===== src/rtl/regfile_write_arbiter.sv =====
// Write-port controller for the 32x32 register file. After reset it clears
// every register, then shares the single write port between the ALU
// writeback (requester 0) and the load writeback (requester 1) using
// round-robin priority. Writes to r0 can be suppressed so that it reads as
// the SPARC %g0 zero register.
module regfile_write_arbiter #(
  parameter bit          INIT_EN      = 1'b1,
  parameter logic [31:0] INIT_VALUE   = 32'h0000_0000,
  parameter bit          R0_HARDWIRED = 1'b1
) (
  input  logic        clk,
  input  logic        rst_n,
  input  logic        req0,
  input  logic [4:0]  rw0,
  input  logic [31:0] pw0,
  output logic        gnt0,
  input  logic        req1,
  input  logic [4:0]  rw1,
  input  logic [31:0] pw1,
  output logic        gnt1,
  output logic [4:0]  RW,
  output logic [31:0] PW,
  output logic        LE,
  output logic        init_busy
);

  typedef enum logic {
    ST_INIT = 1'b0,
    ST_ARB  = 1'b1
  } state_t;

  localparam state_t RESET_STATE = INIT_EN ? ST_INIT : ST_ARB;

  state_t     state_q, state_d;
  logic [4:0] cnt_q, cnt_d;
  logic       ptr_q, ptr_d;   // 0: requester 0 wins the next tie
  logic       sel1;           // requester 1 is the granted one this cycle

  // State, clear counter and priority pointer registers.
  always_ff @(posedge clk or negedge rst_n) begin
    if (!rst_n) begin
      state_q <= RESET_STATE;
      cnt_q   <= 5'd0;
      ptr_q   <= 1'b0;
    end else begin
      state_q <= state_d;
      cnt_q   <= cnt_d;
      ptr_q   <= ptr_d;
    end
  end

  // Next-state and write-port outputs. The outputs are also gated by rst_n
  // so the port goes quiet the instant reset is asserted, even though the
  // state register already sits in INIT at that moment.
  always_comb begin
    state_d   = state_q;
    cnt_d     = cnt_q;
    ptr_d     = ptr_q;
    gnt0      = 1'b0;
    gnt1      = 1'b0;
    LE        = 1'b0;
    RW        = 5'd0;
    PW        = 32'd0;
    init_busy = 1'b0;
    sel1      = 1'b0;

    case (state_q)
      ST_INIT: begin
        // r0 is cleared too; suppression only applies to granted writes.
        init_busy = 1'b1;
        LE        = 1'b1;
        RW        = cnt_q;
        PW        = INIT_VALUE;
        cnt_d     = cnt_q + 5'd1;
        if (cnt_q == 5'd31) begin
          state_d = ST_ARB;
        end
      end
      ST_ARB: begin
        // Requester 1 wins when alone, or on a tie when the pointer says so.
        sel1 = req1 && (!req0 || ptr_q);
        if (req0 || req1) begin
          gnt0 = !sel1;
          gnt1 = sel1;
          RW   = sel1 ? rw1 : rw0;
          PW   = sel1 ? pw1 : pw0;
          // A write to r0 still retires (grant high) but never lands.
          LE   = !(R0_HARDWIRED && ((sel1 ? rw1 : rw0) == 5'd0));
        end
        // On a tie the loser gets priority next time.
        if (req0 && req1) begin
          ptr_d = !sel1;
        end
      end
      default: begin
        state_d = RESET_STATE;
      end
    endcase

    if (!rst_n) begin
      gnt0      = 1'b0;
      gnt1      = 1'b0;
      LE        = 1'b0;
      RW        = 5'd0;
      PW        = 32'd0;
      init_busy = INIT_EN;
    end
  end

endmodule


===== config.mk =====
export PLATFORM = sky130hd
export DESIGN_NAME = regfile_write_arbiter
export DESIGN_NICKNAME = d
export VERILOG_FILES = /design/src/rtl/regfile_write_arbiter.sv
export SDC_FILE = /design/constraint.sdc
export NUM_CORES = 1
export LEC_CHECK = 0
export CAP_MARGIN = 5
export CORE_MARGIN = 2
export CORE_UTILIZATION = 29
export CTS_CLUSTER_SIZE = 12
export DETAILED_ROUTE_END_ITERATION = 8
export PLACE_DENSITY = 0.94
export SYNTH_ARGS = -nofsm -noshare
export SYNTH_HDL_FRONTEND = slang
export SYNTH_SLANG_ARGS = --single-unit

===== constraint.sdc =====
create_clock -name clk -period 3.97 [get_ports clk]
set_input_delay 0.794 -clock clk [delete_from_list [all_inputs] [get_ports clk]]
set_output_delay 0.794 -clock clk [all_outputs]
set_load 0.05 [all_outputs]

==> flow_summary.yaml <==
outcome:
  status: "complete, no violations"
sta:
  relSlewSlack_pct: 63.51
  rsz0062_at_grt: "false"
  finalCritPeriodShare_pct: 86.88
  final.min_clock_period_ns: 3.449
  setup_tns_ns: 0
  final-hold-violation-count: 0
  setup_viol: 0
  tightestPinTransition_ns: 0.5447
  hold_slack_ns: 0.5165
  slew_violations: 0
  max_freq_mhz: 289.9
  finalClockSkew_ns: 0.001954
grt:
  antenna_found_initial: 0
  gr-total-overflow: 0
  track_usage_pct: 22.81
  grt_start_max_net_pins: 21
  grt_pass1_wl_um: 7334
  grt_pass1_vias: 1552
logic_synthesis:
  synthDistinctLibCells: 30
  syn-instance-count: 159
  ys_warn_count: 0
  synth_area_per_cell_sq_um: 6.445
  syn_nets: 239
  synth-async-reset-ratio_pct: 100.0
  synth_top_area_share_pct: 21.98
  syn_area_sq_um: 1025
  ys_top_cells_by_area: "nand2_1, dfrtp_1, a21oi_1"
  synth_edf_count: 0
  synth_seq_cells: 7
  yosysTopAreaCell: "nand2_1"
  synth_common_cells: "nand2_1, a21oi_1, a21oi_2, nand2_2, dfrtp_1"
  ys.flop_type: "dfrtp_1"
  synth_most_common_cell: "nand2_1"
  synth_seq_area_share_pct: 17.09
floorplanning:
  die_area_sq_um: 4025
  die_h_um: 63.45
  coreArea_sq_um: 3363
  die_w_um: 63.45
  start_util_pct: 30.47
  num_rows: 21
  io_pins: 119
setup_path:
  crit_chain: "clkdlybuf4s50_1, inv_2, o21ai_4, buf_4, nand2_1, a21oi_1, buf_12"
  cpPeakStageDelay_ns: 0.60
  critical_path_class: "in2out"
  slowest_stage: "clkdlybuf4s50_1"
  end_kind: "primary output"
  critPathMaxFanout: 13
  ff2ff_path_depth: 4
  cp.arrival_ns: 2.65
  worstPathRequired_ns: 3.18
  critPathLaunchType: "input port"
pwr:
  pwr-share-seq_pct: 12.2
  p_switching_uw: 327.5
  combPwrFrac_pct: 78.3
  totalPowerFinal_uw: 705.0
  powerDensity_nw_per_um2: 266.5
  clkPwrFrac_pct: 9.6
  vdd_drop_max_v: 0.0002025
  leakagePower_uw: 0.001098
  switching_share_pct: 46.45
  p_int_uw: 377.5
min_path:
  hold_depth: 1
  hold_class: "reg2reg"
placed_design:
  dp_cells: 318
  dp_hpwl_um: 3795
  portBuffers: 118
  place.gp.congestion: 0.7928
clock_network:
  post_cts_resized: 0
  numCtsBuffers: 3
  hold_buffers: 0
  cts_setup_buffers: 0
  cts.sinks: 7
  cts_tree: "yes"
  clk_latency_ns: 0.26
  clockBufferDepth: 2
  cts_root_buffer: "clkbuf_4"
  path_clk_slew_ns: 0.05
  cts_max_level: 1
route:
  drc: 0
  vias_per_cell: 4.714
  routed_wl_um: 4482
  ant_nets: 0
  drt_iter0_markers: 42
  drt_pass1_iterations: 4
  num_vias: 1518
  routedWlPerCell_um: 13.92
job:
  maxCapViolations: 0
layout:
  final_util_pct: 78.65
  drive_above_1_share_pct: 27.17
  instances_no_fill: 322
  finalNetCount: 357
  n_antenna_cell: 0
  nFillCells: 252
  area_growth_pct: 158.1
[power groups by stage]
stage / clock network, uW / logic (uW) / registers (uW)
3_3_place_gp: 0 / 546 / 86.0
2_1_floorplan: 0 / 280 / 85.3
5_1_grt: 74.9 / 581 / 86.5
3_5_place_dp: 0 / 556 / 87.0
6_report: 67.3 / 552 / 85.9
4_1_cts: 68.3 / 557 / 85.7
[cell usage in the layout (no fill, tap or decap), types with 2 or more instances in the layout]
cell / count
nor2_1: 4
nor4_1: 2
nand2_2: 10
mux2_2: 2
mux2i_1: 4
buf_12: 38
xnor2_1: 4
buf_4: 8
clkdlybuf4s50_1: 78
a21oi_2: 10
a21oi_1: 23
o21ai_0: 5
nand2_1: 60
o21ai_1: 2
ha_1: 2
clkbuf_4: 3
dfrtp_1: 7
[metal layers]
layer	wire length, um	vias up	track usage [%]
li1	-	763	-
met1	1695	678	25.49
met2	2381	69	42.24
met3	338	8	6.429
met4	65	0	5.435
met5	0	-	0
[worst paths after layout]
check / end / startpoint / slack (ns)
worst min register to register: cnt_q[3] / cnt_q[3] / 0.52
worst min-delay path: cnt_q[3] / cnt_q[3] / 0.52
worst max-delay path: PW[17] / req0 / 0.52
worst max register to register: cnt_q[4] / cnt_q[0] / 2.48
max in group asynchronous: state_q / rst_n / 2.84
min in group asynchronous: cnt_q[1] / rst_n / 1.00
[through the flow]
step | instance area [sq um] | setup WS [ns]
2_1_floorplan | 1025 | 0.8314
3_3_place_gp | 2619 | 0.5370
3_5_place_dp | 2619 | 0.5193
4_1_cts | 2645 | 0.5033
5_1_grt | 2645 | 0.3919
6_report | 2645 | 0.5210
[critical path: cells and delay by family]
family	cells	cell delay, ns
AO/OA/AOI/OAI	2	0.62
AND/OR/NAND/NOR	1	0.09
buffers and inverters	4	1.15
[area by class of cell]
cell class,instances,area (sq um),area share [%]
timing repair buffer,124,1602,60.55
multi-input combinational,139,777.0,29.38
sequential,7,175.2,6.623
tap,46,57.56,2.176
clock buffer,4,26.28,0.9934
inverter,2,7.507,0.2838
[state kept, by name (all words and copies together) (netlist names)]
register and flops:
ptr_q 1, cnt_q 5, state_q 1
[logic make-up after synthesis]
group | share of synthesized area (%)
flip-flops | 17.09
adder cells (fa/ha/maj) | 2.442
multiplexers | 7.204
XOR/XNOR | 3.418
AO/OA/AOI/OAI | 27.35
AND/OR/NAND/NOR | 34.56
buffers and inverters | 7.936
Power figures use the tool's default switching activity.
==> patch: new RTL, config.mk and constraints unchanged <==
Change the parameter `INIT_EN` from 1'b1 to 1'b0.
--- a/src/rtl/regfile_write_arbiter.sv
+++ b/src/rtl/regfile_write_arbiter.sv
@@ -4,7 +4,7 @@
 // round-robin priority. Writes to r0 can be suppressed so that it reads as
 // the SPARC %g0 zero register.
 module regfile_write_arbiter #(
-  parameter bit          INIT_EN      = 1'b1,
+  parameter bit          INIT_EN      = 1'b0,
   parameter logic [31:0] INIT_VALUE   = 32'h0000_0000,
   parameter bit          R0_HARDWIRED = 1'b1
 ) (
Check against the original RTL: not equivalent (Yosys sat finds a counterexample within 4 cycles, from zero or initial values and one cycle with rst_n low).
==> patch against the unedited design <==
- core utilization up 3.2 points
- wire length rose by 5.4%
- critical path type unchanged
- area after synthesis fell by 5.9%
- sequential cell count unchanged
- synthesized cell count fell by 1.9%
- final cell count is 1.6% lower
- final area down 4.0%
- largest power group unchanged
- power down 4.3%
- setup slack worse by 0.019 ns
- clock power fell by 4.5%
==> patch: results (changes against the unedited design) <==
[synth]
synth_commonest_cells=nand2_1, a21oi_1, dfrtp_1
ys_async_sr_fraction=1.00  ; unchanged
syn-num-nets=236  ; -1.3%
yosys_warnings=0  ; unchanged
yosysSeqAreaShare=0.183  ; +0.0119
ys_top_cells_by_area=nand2_1, a21oi_1, dfrtp_1
synth_flop_cell=dfrtp_1
synth_cell_types=28  ; -6.7%

[route]
viasPerCell=4.86  ; +3.1%
drtIter0Drc=62  ; +48%
wl_per_cell_um=14.9  ; +7.0%

[run_status]
status=finished, final reports clean

[place]
gp_congestion=0.789  ; -0.43%
dp_hpwl_um=3980  ; +4.8%
place_ws_ns=0.515  ; -0.00459 ns
dpl_cell_area_um2=2510  ; -4.1%

[global_route]
grt_pass1_wl_um=6900  ; -5.9%
grt.total_usage=0.245  ; +0.0164
grt_pass1_vias=1503  ; -3.2%
antenna_found_initial=0  ; unchanged
grt_max_degree=31  ; +48%

[critical_path]
slowest_delay_ns=0.61
path_max_fanout=30  ; +17
startpoint=req1
worstPathArrival_ns=2.67  ; +0.02 ns

[clock_network]
clock_path_buffers=2  ; unchanged
root_buffer=clkbuf_4
cts_made_buffers=3  ; unchanged

[worst_hold_path]
min_from=cnt_q[3]

[finish]
layout.nets=354  ; -0.84%
final_layout_size_suffix_gt1_frac=0.205  ; -0.0666

[timing]
tightest_slew_ns=0.491  ; -0.0532 ns
fin_skew_ns=0.000782  ; -0.00117 ns

[power_and_ir_drop]
irDropWorstVdd_mv=0.266  ; +32%
p_leak_nw=1.09  ; -1.1%

## patch: kinds of logic after synthesis
kind of cell             Yosys count  synth area share
multiplexers                       7            0.0752
flip-flops                         7             0.183
adder cells (fa/ha/maj)            2            0.0259
AO/OA/AOI/OAI                     42             0.248
AND/OR/NAND/NOR                   82             0.354
buffers and inverters             12            0.0778
XOR/XNOR                           4            0.0363
## patch: metrics by stage
stage               utilization  hold slack, ns  instances
floorplan                     -           0.459        156
finish                    0.818           0.508        317
detailed placement        0.810           0.500        313
global route              0.818           0.548        317
global placement          0.810           0.480        313
CTS                       0.818           0.506        317
## patch: final cells by class
class                      count  area, µm²
sequential                     7        176
fill                         208        564
clock buffer                   4       26.3
multi-input combinational    137        713
inverter                       1       3.75
tap                           44       55.1
timing repair buffer         124       1560
## patch: path summary, 6_finish.rpt
path | slack [ns] | end
hold reg to reg | 0.51 | cnt_q[3]
setup / recovery | 0.50 | PW[21]
setup reg to reg | 2.47 | cnt_q[4]
hold / removal | 0.51 | cnt_q[3]
min in group asynchronous | 0.88 | cnt_q[0]
max in group asynchronous | 2.87 | state_q
## patch: worst register-to-register path: cells and delay by family (launching register included)
family / cells / cell delay (ns)
flip-flops: 1 / 0.43
multiplexers: 1 / 0.26
adder cells (fa/ha/maj): 2 / 0.50
AND/OR/NAND/NOR: 1 / 0.19
## patch: metal layers
| metal | track usage | wire length [µm] |
|---|---|---|
| met1 | 0.269 | 1800 |
| met2 | 0.451 | 2340 |
| met3 | 0.0588 | 465 |
| met4 | 0.0881 | 120 |
| met5 | 0 | 0 |
## patch: where the power goes
group,total [mW],switching [mW],leakage (nW),internal [mW]
logic,0.525,0.277,0.980,0.248
clock network,0.0643,0.0260,0.0150,0.0383
registers,0.0854,0.00857,0.0921,0.0768
total,0.675,0.312,1.09,0.363
